### src/rtl/axi_lite_master_if.sv
// Bundle of the command/response port and the five AXI-Lite channels around axi_lite_master.
// The master modport is the block's view; the slave modport is the view of whatever drives it.
interface axi_lite_master_if #(
    parameter int ADDR_WIDTH = 32,
    parameter int DATA_WIDTH = 32
);
    logic                  CMD_VALID;
    logic                  CMD_READY;
    logic                  CMD_WRITE;
    logic [ADDR_WIDTH-1:0] CMD_ADDR;
    logic [DATA_WIDTH-1:0] CMD_WDATA;

    logic                  RSP_VALID;
    logic                  RSP_READY;
    logic [DATA_WIDTH-1:0] RSP_RDATA;
    logic                  RSP_TIMEOUT;

    logic [ADDR_WIDTH-1:0] ARADDR;
    logic                  ARVALID;
    logic                  ARREADY;
    logic [DATA_WIDTH-1:0] RDATA;
    logic                  RVALID;
    logic                  RREADY;
    logic [ADDR_WIDTH-1:0] AWADDR;
    logic                  AWVALID;
    logic                  AWREADY;
    logic [DATA_WIDTH-1:0] WDATA;
    logic                  WVALID;
    logic                  WREADY;
    logic                  BVALID;
    logic                  BREADY;

    modport master (
        input  CMD_VALID, CMD_WRITE, CMD_ADDR, CMD_WDATA,
        output CMD_READY,
        output RSP_VALID, RSP_RDATA, RSP_TIMEOUT,
        input  RSP_READY,
        output ARADDR, ARVALID,
        input  ARREADY,
        input  RDATA, RVALID,
        output RREADY,
        output AWADDR, AWVALID,
        input  AWREADY,
        output WDATA, WVALID,
        input  WREADY,
        input  BVALID,
        output BREADY
    );

    modport slave (
        output CMD_VALID, CMD_WRITE, CMD_ADDR, CMD_WDATA,
        input  CMD_READY,
        input  RSP_VALID, RSP_RDATA, RSP_TIMEOUT,
        output RSP_READY,
        input  ARADDR, ARVALID,
        output ARREADY,
        output RDATA, RVALID,
        input  RREADY,
        input  AWADDR, AWVALID,
        output AWREADY,
        input  WDATA, WVALID,
        output WREADY,
        output BVALID,
        input  BREADY
    );
endinterface

### src/rtl/axi_lite_master.sv
// Single-outstanding AXI-Lite master: turns one command into one read or write burst-free
// transaction, aborts on a stall longer than TIMEOUT_CYCLES, and holds the result until taken.
module axi_lite_master #(
    parameter int ADDR_WIDTH     = 32,
    parameter int DATA_WIDTH     = 32,
    parameter int TIMEOUT_CYCLES = 64
) (
    input  logic              ACLK,
    input  logic              ARESET,
    axi_lite_master_if.master bus
);
    typedef enum logic [2:0] {IDLE, RD, WR, WRESP, DONE} state_t;

    localparam int              CNT_W   = $clog2(TIMEOUT_CYCLES + 1);
    localparam logic [CNT_W-1:0] CNT_MAX = CNT_W'(TIMEOUT_CYCLES);

    state_t                state_q, state_d;
    logic [CNT_W-1:0]      cnt_q, cnt_d, cnt_inc;
    logic [ADDR_WIDTH-1:0] addr_q, addr_d;
    logic [DATA_WIDTH-1:0] wdata_q, wdata_d;
    logic [DATA_WIDTH-1:0] rsp_rdata_q, rsp_rdata_d;
    logic                  arvalid_q, arvalid_d;
    logic                  rready_q, rready_d;
    logic                  awvalid_q, awvalid_d;
    logic                  wvalid_q, wvalid_d;
    logic                  bready_q, bready_d;
    logic                  rsp_valid_q, rsp_valid_d;
    logic                  rsp_timeout_q, rsp_timeout_d;
    logic                  ar_done_q, ar_done_d;
    logic                  r_done_q, r_done_d;
    logic                  aw_done_q, aw_done_d;
    logic                  w_done_q, w_done_d;
    logic                  expire, abort;

    logic ar_hs, r_hs, aw_hs, w_hs, b_hs;
    assign ar_hs = arvalid_q && bus.ARREADY;
    assign r_hs  = rready_q  && bus.RVALID;
    assign aw_hs = awvalid_q && bus.AWREADY;
    assign w_hs  = wvalid_q  && bus.WREADY;
    assign b_hs  = bready_q  && bus.BVALID;

    // cnt_inc is the number of bus cycles including the current one
    assign cnt_inc = (cnt_q == CNT_MAX) ? cnt_q : cnt_q + 1'b1;
    assign expire  = (cnt_inc == CNT_MAX);

    always_comb begin
        // NOTE: every signal driven here gets a default first, so no path can infer a latch.
        state_d       = state_q;
        cnt_d         = cnt_q;
        addr_d        = addr_q;
        wdata_d       = wdata_q;
        rsp_rdata_d   = rsp_rdata_q;
        arvalid_d     = arvalid_q;
        rready_d      = rready_q;
        awvalid_d     = awvalid_q;
        wvalid_d      = wvalid_q;
        bready_d      = bready_q;
        rsp_valid_d   = rsp_valid_q;
        rsp_timeout_d = rsp_timeout_q;
        ar_done_d     = ar_done_q;
        r_done_d      = r_done_q;
        aw_done_d     = aw_done_q;
        w_done_d      = w_done_q;
        abort         = 1'b0;

        unique case (state_q)
            IDLE: begin
                if (bus.CMD_VALID) begin
                    addr_d      = bus.CMD_ADDR;
                    wdata_d     = bus.CMD_WDATA;
                    rsp_rdata_d = '0;
                    cnt_d       = '0;
                    ar_done_d   = 1'b0;
                    r_done_d    = 1'b0;
                    aw_done_d   = 1'b0;
                    w_done_d    = 1'b0;
                    if (bus.CMD_WRITE) begin
                        state_d   = WR;
                        awvalid_d = 1'b1;
                        wvalid_d  = 1'b1;
                    end else begin
                        state_d   = RD;
                        arvalid_d = 1'b1;
                        rready_d  = 1'b1;
                    end
                end
            end
            RD: begin
                cnt_d     = cnt_inc;
                ar_done_d = ar_done_q | ar_hs;
                r_done_d  = r_done_q | r_hs;
                if (ar_hs) arvalid_d = 1'b0;
                if (r_hs && !r_done_q) rsp_rdata_d = bus.RDATA;
                if (ar_done_d && r_done_d) begin
                    state_d     = DONE;
                    rready_d    = 1'b0;
                    rsp_valid_d = 1'b1;
                end else if (expire) begin
                    abort = 1'b1;
                end
            end
            WR: begin
                cnt_d     = cnt_inc;
                aw_done_d = aw_done_q | aw_hs;
                w_done_d  = w_done_q | w_hs;
                if (aw_hs) awvalid_d = 1'b0;
                if (w_hs)  wvalid_d  = 1'b0;
                if (aw_done_d && w_done_d) begin
                    state_d  = WRESP;
                    bready_d = 1'b1;
                end else if (expire) begin
                    abort = 1'b1;
                end
            end
            WRESP: begin
                cnt_d = cnt_inc;
                if (b_hs) begin
                    state_d     = DONE;
                    bready_d    = 1'b0;
                    rsp_valid_d = 1'b1;
                end else if (expire) begin
                    abort = 1'b1;
                end
            end
            DONE: begin
                if (bus.RSP_READY) begin
                    state_d       = IDLE;
                    rsp_valid_d   = 1'b0;
                    rsp_timeout_d = 1'b0;
                end
            end
            default: state_d = IDLE;
        endcase

        // A handshake completing on the expiry edge took the normal exit above instead
        if (abort) begin
            state_d       = DONE;
            arvalid_d     = 1'b0;
            rready_d      = 1'b0;
            awvalid_d     = 1'b0;
            wvalid_d      = 1'b0;
            bready_d      = 1'b0;
            rsp_valid_d   = 1'b1;
            rsp_timeout_d = 1'b1;
            rsp_rdata_d   = '0;
        end
    end

    // NOTE: sequential state uses non-blocking assignments so every register samples pre-edge values.
    always_ff @(posedge ACLK or posedge ARESET) begin
        if (ARESET) begin
            state_q       <= IDLE;
            cnt_q         <= '0;
            addr_q        <= '0;
            wdata_q       <= '0;
            rsp_rdata_q   <= '0;
            arvalid_q     <= 1'b0;
            rready_q      <= 1'b0;
            awvalid_q     <= 1'b0;
            wvalid_q      <= 1'b0;
            bready_q      <= 1'b0;
            rsp_valid_q   <= 1'b0;
            rsp_timeout_q <= 1'b0;
            ar_done_q     <= 1'b0;
            r_done_q      <= 1'b0;
            aw_done_q     <= 1'b0;
            w_done_q      <= 1'b0;
        end else begin
            state_q       <= state_d;
            cnt_q         <= cnt_d;
            addr_q        <= addr_d;
            wdata_q       <= wdata_d;
            rsp_rdata_q   <= rsp_rdata_d;
            arvalid_q     <= arvalid_d;
            rready_q      <= rready_d;
            awvalid_q     <= awvalid_d;
            wvalid_q      <= wvalid_d;
            bready_q      <= bready_d;
            rsp_valid_q   <= rsp_valid_d;
            rsp_timeout_q <= rsp_timeout_d;
            ar_done_q     <= ar_done_d;
            r_done_q      <= r_done_d;
            aw_done_q     <= aw_done_d;
            w_done_q      <= w_done_d;
        end
    end

    assign bus.CMD_READY   = (state_q == IDLE);
    assign bus.RSP_VALID   = rsp_valid_q;
    assign bus.RSP_RDATA   = rsp_rdata_q;
    assign bus.RSP_TIMEOUT = rsp_timeout_q;
    assign bus.ARADDR      = addr_q;
    assign bus.ARVALID     = arvalid_q;
    assign bus.RREADY      = rready_q;
    assign bus.AWADDR      = addr_q;
    assign bus.AWVALID     = awvalid_q;
    assign bus.WDATA       = wdata_q;
    assign bus.WVALID      = wvalid_q;
    assign bus.BREADY      = bready_q;
endmodule

### src/flat_wrapper.sv
// flat-port wrapper written by rule: the top's interface ports become plain ports
module axi_lite_master_flat 
#(
    parameter int ADDR_WIDTH     = 32,
    parameter int DATA_WIDTH     = 32,
    parameter int TIMEOUT_CYCLES = 64
)
  (ACLK, ARESET, bus_CMD_VALID, bus_CMD_WRITE, bus_CMD_ADDR, bus_CMD_WDATA, bus_CMD_READY, bus_RSP_VALID, bus_RSP_RDATA, bus_RSP_TIMEOUT, bus_RSP_READY, bus_ARADDR, bus_ARVALID, bus_ARREADY, bus_RDATA, bus_RVALID, bus_RREADY, bus_AWADDR, bus_AWVALID, bus_AWREADY, bus_WDATA, bus_WVALID, bus_WREADY, bus_BVALID, bus_BREADY);
  axi_lite_master_if #(.ADDR_WIDTH(ADDR_WIDTH), .DATA_WIDTH(DATA_WIDTH)) bus_i ();
  input  logic ACLK;
  input  logic ARESET;
  input wire logic [$bits(bus_i.CMD_VALID)-1:0] bus_CMD_VALID;
  input wire logic [$bits(bus_i.CMD_WRITE)-1:0] bus_CMD_WRITE;
  input wire logic [$bits(bus_i.CMD_ADDR)-1:0] bus_CMD_ADDR;
  input wire logic [$bits(bus_i.CMD_WDATA)-1:0] bus_CMD_WDATA;
  output wire logic [$bits(bus_i.CMD_READY)-1:0] bus_CMD_READY;
  output wire logic [$bits(bus_i.RSP_VALID)-1:0] bus_RSP_VALID;
  output wire logic [$bits(bus_i.RSP_RDATA)-1:0] bus_RSP_RDATA;
  output wire logic [$bits(bus_i.RSP_TIMEOUT)-1:0] bus_RSP_TIMEOUT;
  input wire logic [$bits(bus_i.RSP_READY)-1:0] bus_RSP_READY;
  output wire logic [$bits(bus_i.ARADDR)-1:0] bus_ARADDR;
  output wire logic [$bits(bus_i.ARVALID)-1:0] bus_ARVALID;
  input wire logic [$bits(bus_i.ARREADY)-1:0] bus_ARREADY;
  input wire logic [$bits(bus_i.RDATA)-1:0] bus_RDATA;
  input wire logic [$bits(bus_i.RVALID)-1:0] bus_RVALID;
  output wire logic [$bits(bus_i.RREADY)-1:0] bus_RREADY;
  output wire logic [$bits(bus_i.AWADDR)-1:0] bus_AWADDR;
  output wire logic [$bits(bus_i.AWVALID)-1:0] bus_AWVALID;
  input wire logic [$bits(bus_i.AWREADY)-1:0] bus_AWREADY;
  output wire logic [$bits(bus_i.WDATA)-1:0] bus_WDATA;
  output wire logic [$bits(bus_i.WVALID)-1:0] bus_WVALID;
  input wire logic [$bits(bus_i.WREADY)-1:0] bus_WREADY;
  input wire logic [$bits(bus_i.BVALID)-1:0] bus_BVALID;
  output wire logic [$bits(bus_i.BREADY)-1:0] bus_BREADY;
  assign bus_i.CMD_VALID = bus_CMD_VALID;
  assign bus_i.CMD_WRITE = bus_CMD_WRITE;
  assign bus_i.CMD_ADDR = bus_CMD_ADDR;
  assign bus_i.CMD_WDATA = bus_CMD_WDATA;
  assign bus_CMD_READY = bus_i.CMD_READY;
  assign bus_RSP_VALID = bus_i.RSP_VALID;
  assign bus_RSP_RDATA = bus_i.RSP_RDATA;
  assign bus_RSP_TIMEOUT = bus_i.RSP_TIMEOUT;
  assign bus_i.RSP_READY = bus_RSP_READY;
  assign bus_ARADDR = bus_i.ARADDR;
  assign bus_ARVALID = bus_i.ARVALID;
  assign bus_i.ARREADY = bus_ARREADY;
  assign bus_i.RDATA = bus_RDATA;
  assign bus_i.RVALID = bus_RVALID;
  assign bus_RREADY = bus_i.RREADY;
  assign bus_AWADDR = bus_i.AWADDR;
  assign bus_AWVALID = bus_i.AWVALID;
  assign bus_i.AWREADY = bus_AWREADY;
  assign bus_WDATA = bus_i.WDATA;
  assign bus_WVALID = bus_i.WVALID;
  assign bus_i.WREADY = bus_WREADY;
  assign bus_i.BVALID = bus_BVALID;
  assign bus_BREADY = bus_i.BREADY;
  axi_lite_master #(.ADDR_WIDTH(ADDR_WIDTH), .DATA_WIDTH(DATA_WIDTH), .TIMEOUT_CYCLES(TIMEOUT_CYCLES)) u_core (.ACLK(ACLK), .ARESET(ARESET), .bus(bus_i));
endmodule
### config.mk
export PLATFORM = sky130hd
export DESIGN_NAME = axi_lite_master_flat
export DESIGN_NICKNAME = d
export VERILOG_FILES = /design/src/rtl/axi_lite_master_if.sv /design/src/rtl/axi_lite_master.sv /design/src/flat_wrapper.sv
export SDC_FILE = /design/constraint.sdc
export NUM_CORES = 1
export LEC_CHECK = 0
export ABC_AREA = 1
export BUFFER_PORTS_ARGS = -buffer_cell sky130_fd_sc_hd__buf_2
export CAP_MARGIN = 30
export CORE_ASPECT_RATIO = 0.5
export CORE_MARGIN = 5
export CORE_UTILIZATION = 25
export DETAILED_ROUTE_END_ITERATION = 16
export HOLD_SLACK_MARGIN = 0.02
export RECOVER_POWER = 100
export SYNTH_ARGS = -nofsm -noshare
export SYNTH_HDL_FRONTEND = slang
export SYNTH_SLANG_ARGS = --single-unit
### constraint.sdc
create_clock -name ACLK -period 11.05 [get_ports ACLK]
set_input_delay 3.315 -clock ACLK [delete_from_list [all_inputs] [get_ports ACLK]]
set_output_delay 3.315 -clock ACLK [all_outputs]
set_load 0.1 [all_outputs]
==> flow_summary.yaml, run 1 <==
clock_tree:
  cts_sinks: 117
  clk_pin_slew_ns: 0.06
  clk_path_buf_depth: 2
  cts_setup_buffers: 0
  hold_buffers: 0
  cts_buffers: 17
  cts_tree: "yes"
  ctsResizeCount: 0
  root_buffer: "clkbuf_16"
  htreeDepth: 4
  clock_latency_ns: 0.42
sta:
  relSlewSlack_pct: -104
  fin_tns_setup_ns: 0
  fin_crit_ns: 7.78
  final-setup-viol-count: 0
  setup_slack_ns: 3.27
  hold_viol_final: 0
  worst_clock_skew_ns: 0.00660
  layout_worst_path_cycle_share_pct: 70.4
  rsz0062_at_grt: "false"
  worst_pin_slew_ns: 3.06
  maxSlewViolCount: 230
  max_freq_ghz: 0.129
drt:
  wl_per_cell_um: 13.8
  top_layer_used: "met5"
  routed-wl-met2_um: 8810
  dr.pass1.iters: 6
  dr_wl_met3_um: 1030
  drt-total-wl_um: 17000
  drc: 0
  via_count: 5177
  drtIter0Drc: 250
  ant_nets: 0
  m1WireLength_um: 6910
  vias_per_cell: 4.21
placed_design:
  numPortBuffers: 241
  dpl_worst_slack_ns: 4.85
  dp_hpwl_um: 12400
  place_congestion: 0.813
logic_synthesis:
  avgSynthCellArea_um2: 7.90
  synth_nets: 823
  syn_area_um2: 5650
  synth_cell_types: 29
  yosysWarnings: 0
  syn_inst: 715
  ys_seq_area_share_pct: 51.9
  ys_ff_latch: 117
finish:
  area_growth_pct: 27.7
  utilization_pct: 32.9
  drive_above_1_share_pct: 16.3
  n_fill_cell: 2386
  final_nets: 1023
  layout_common_cells: "325 x nand2_1, 140 x clkbuf_1, 117 x dfrtp_1"
  mostFrequentLayoutCell: "nand2_1"
worst_hold_path:
  hp-class: "reg2reg"
floorplanning:
  design.core.area_um2: 21900
  start_util_pct: 25.8
  io_pins: 242
  dieArea_um2: 25900
  die_h_um: 116
  fp.dieW_um: 223
  placementRows: 38
global_routing:
  grt_max_degree: 73
  grt-ovfl-total: 0
  antenna_found_initial: 3
  grt_pass1_wl_um: 26200
  first_global_vias: 4972
  track_usage_pct: 12.5
setup_path:
  endpoint_kind: "flip-flop"
  arrival_ns: 8.13
  start_kind: "input port"
  cp_max_fo: 47
  path_class: "in2reg"
  worst_ep_required_time_ns: 11.40
status:
  failed_checks: "max-capacitance violations, max-slew violations"
  outcome: "finished, violations left"
job:
  drv_cap: 4
==> cell usage after synthesis <==
cell type,instances,area [um2]
a21boi_0,1,7.51
a21oi_1,10,50.1
a21oi_2,3,26.3
a21oi_4,1,16.3
a31oi_1,1,6.26
buf_1,3,11.3
buf_2,11,55.1
buf_4,35,263
buf_6,5,56.3
clkbuf_1,10,37.5
dfrtp_1,117,2930
ha_1,2,25.0
inv_1,64,240
inv_2,2,7.51
nand2_1,322,1210
nand2_2,5,31.3
nand2_4,1,11.3
nand3_1,9,45.0
nand3_2,1,10.0
nand3_4,1,17.5
nand3b_1,2,15.0
nand4_1,38,238
nor2_1,45,169
nor2_2,4,25.0
nor2_4,3,33.8
o21ai_0,7,35.0
o21ai_1,2,10.0
o21bai_1,4,30.0
o22ai_1,6,37.5
==> final timing paths <==
kind,from,endpoint,slack [ns],cells after the start
worst min-delay path,u_core.bus.WDATA[31],u_core.bus.WDATA[31],0.47,2
worst max-delay path,bus_ARREADY,u_core.bus.RSP_RDATA[24],3.27,13
worst max register to register,u_core.cnt_q[0],u_core.bus.RSP_RDATA[24],5.48,14
max in group asynchronous,ARESET,u_core.bus.RSP_RDATA[28],6.27,4
worst min register to register,u_core.bus.WDATA[31],u_core.bus.WDATA[31],0.47,2
min in group asynchronous,ARESET,u_core.bus.ARADDR[16],3.42,2
==> flip-flops by register name, indices dropped and copies added, names as in the netlist <==
signal	count
u_core.state_q	3
u_core.ar_done_q	1
u_core.bus.RREADY	1
u_core.bus.AWVALID	1
u_core.bus.RSP_TIMEOUT	1
u_core.bus.WDATA	32
u_core.bus.RSP_RDATA	32
u_core.bus.RSP_VALID	1
u_core.bus.ARADDR	32
u_core.w_done_q	1
u_core.aw_done_q	1
u_core.r_done_q	1
u_core.bus.WVALID	1
u_core.bus.BREADY	1
u_core.bus.ARVALID	1
u_core.cnt_q	7
==> final cells by class <==
cell class,instances,area [um2],share of cell area [%]
well taps,300,375,5.21
clock inverters,13,123,1.70
flip-flops and latches,117,2930,40.6
multi-input cells,468,2000,27.8
clock buffers,19,453,6.28
diodes,2,5.00,0.0694
inverters,66,249,3.45
repair buffers,245,1070,14.9
==> critical path, cell delays in order <==
cell,delay [ns]
buf_2,0.10
nand2_1,0.05
nand2_1,0.08
nand2_1,0.07
nand2_2,0.06
nand3_1,0.10
nand2_1,0.08
nor2_1,0.06
nand2_1,1.18
nand3_1,1.42
nand2_1,1.33
nand2_1,0.15
nand2_1,0.11
==> kinds of logic after synthesis <==
kind of cell	Yosys count	synth area share [%]
compound gates	35	3.88
buf+inv	130	11.9
fa+ha+maj	2	0.443
simple gates	431	32.0
flops	117	51.9
==> stage by stage <==
step	instance area, um2	hold WS, ns	std cells
finish	7210	0.470	1230
global route	7210	0.489	1229
CTS	7410	0.468	1227
detailed placement	6840	0.453	1195
global placement	6840	0.448	1195
floorplan	5650	0.504	715
==> routing by layer <==
metal / vias up / track usage, %
met3: 21 / 4.09
met4: 4 / 4.57
met2: 111 / 22.2
met5: - / 0
li1: 2590 / -
met1: 2451 / 14.5
Power of run 1 is left out: the tool's default activity adds up to more than one toggle a clock period on the data nets, which glitch-free logic cannot reach.
==> inputs of run 2 (changes only) <==
==> constraint.sdc (replaced) <==
create_clock -name ACLK -period 7.8 [get_ports ACLK]
set_input_delay 2.34 -clock ACLK [delete_from_list [all_inputs] [get_ports ACLK]]
set_output_delay 2.34 -clock ACLK [all_outputs]
set_load 0.1 [all_outputs]
==> run 2 against run 1 <==
  * The flow still finishes with violations (max-capacitance violations, max-slew violations)
  * Worst setup slack worse by 1.0 ns
  * First-iteration DRC count increased by 29%
  * Register-to-register slack worse by 2.0 ns
  * Critical path depth unchanged
  * Hold slack improved by 0.0021 ns
  * Final area about the same
  * Wire length is 0.11% higher
  * Non-clock buffer count is the same
  * Die area unchanged
  * Clock-buffer cell count up 2
  * Critical endpoint is now u_core.bus.RSP_RDATA[25]
==> flow_summary.yaml, run 2 (same netlist as run 1, synthesis figures left out) <==
drt:
  via_count: 5228
  dr.pass1.iters: 4
  drc: 0
  vias_per_cell: 4.25
  wl_per_cell_um: 13.8
  drt-total-wl_um: 17000
  drtIter0Drc: 323
  ant_nets: 0
global_routing:
  antenna_found_initial: 3
  grt_max_degree: 73
  met1_usage_pct: 14.8
  grt.busiest_layer: "met2"
  met2_usage_pct: 21.8
  use_met3_pct: 3.92
  grt_pass1_wl_um: 26200
  grt-ovfl-total: 0
  track_usage_pct: 12.5
  first_global_vias: 4962
placed_design:
  dp_hpwl_um: 12300
  numPortBuffers: 241
  placed_area_um2: 6840
  place_congestion: 0.813
sta:
  max_freq_ghz: 0.181
  maxSlewViolCount: 230
  worst_pin_slew_ns: 3.05
  hold_viol_final: 0
  relSlewSlack_pct: -103
  final-setup-viol-count: 0
  fin_crit_ns: 5.53
  worst_clock_skew_ns: 0.00918
  layout_worst_path_cycle_share_pct: 71.0
  fin_tns_setup_ns: 0
  rsz0062_at_grt: "false"
  holdWs_ns: 0.472
clock_tree:
  cts_tree: "yes"
  clk_path_buf_depth: 2
  cts_sinks: 117
  ctsResizeCount: 0
  htreeDepth: 4
  root_buffer: "clkbuf_16"
  clock_latency_ns: 0.41
  cts_buffers: 17
  cts_setup_buffers: 0
  clk_pin_slew_ns: 0.06
  hold_buffers: 0
worst_hold_path:
  hold_end: "u_core.bus.WDATA[22]"
  hold_depth: 2
  hp-class: "reg2reg"
  worstHoldStart: "u_core.bus.WDATA[22]"
setup_path:
  path_class: "in2reg"
  start_kind: "input port"
  reg2reg_depth: 14
  r2r-start: "u_core.cnt_q[0]"
  endpoint_kind: "flip-flop"
  r2r_end: "u_core.bus.RSP_RDATA[25]"
  worst-r2r-setup-slack_ns: 3.51
  cp_max_fo: 47
  arrival_ns: 5.81
  worst_ep_required_time_ns: 8.08
finish:
  mostFrequentLayoutCell: "nand2_1"
  stdcell_area_um2: 7210
  n_fill_cell: 2403
  area_growth_pct: 27.6
  drive_above_1_share_pct: 16.2
  final_nets: 1023
  utilization_pct: 32.9
  layout_common_cells: "323 x nand2_1, 142 x clkbuf_1, 117 x dfrtp_1"
status:
  failed_checks: "max-capacitance violations, max-slew violations"
  outcome: "finished, violations left"
floorplanning:
  placementRows: 38
  fp.dieW_um: 223
  start_util_pct: 25.8
  design.core.area_um2: 21900
  io_pins: 242
  dieArea_um2: 25900
  die_h_um: 116
job:
  drv_cap: 4
==> run 2: layout make-up <==
cell class	instances	area [um2]	area share, %
antenna	5	12.5	0.174
tap	300	375	5.21
sequential	117	2930	40.6
inverter	66	249	3.45
timing repair buffer	245	1070	14.9
clock buffer	21	460	6.39
clock inverter	9	81.3	1.13
multi-input combinational	468	2030	28.1
==> run 2: per-layer routing <==
layer,part of all wire [%],up-vias
li1,-,2596
met1,42,2481
met2,51,119
met3,5.4,28
met4,2.1,4
met5,0.15,-
==> run 2: worst max path at each step <==
stage                     cells past startpoint                       end       start
after floorplan                               1          u_core.ar_done_q      ARESET
after global placement                       13  u_core.bus.RSP_RDATA[16]  bus_WREADY
after detailed placement                     13   u_core.bus.RSP_RDATA[8]  bus_WREADY
after CTS                                    13  u_core.bus.RSP_RDATA[25]  bus_WREADY
after global routing                         13  u_core.bus.RSP_RDATA[28]  bus_WREADY
final                                        13  u_core.bus.RSP_RDATA[25]  bus_WREADY
==> run 2: worst max-delay path, stage by stage <==
cell     delay [ns]
buf_2          0.11
nand2_1        0.05
nand2_1        0.06
nand2_1        0.07
nand2_1        0.07
nand3_1        0.14
nand2_2        0.05
nor2_1         0.16
nand2_1        0.98
a21oi_4        1.11
nand2_4        0.41
nand2_1        0.17
nand2_1        0.07
==> run 2: metrics by stage <==
stage	setup WS, ns	cells
after floorplan	2.36	715
after global placement	2.66	1195
after detailed placement	2.57	1195
after CTS	3.00	1225
after global routing	1.85	1227
final	2.27	1231
Power of run 2 is left out for the same reason.
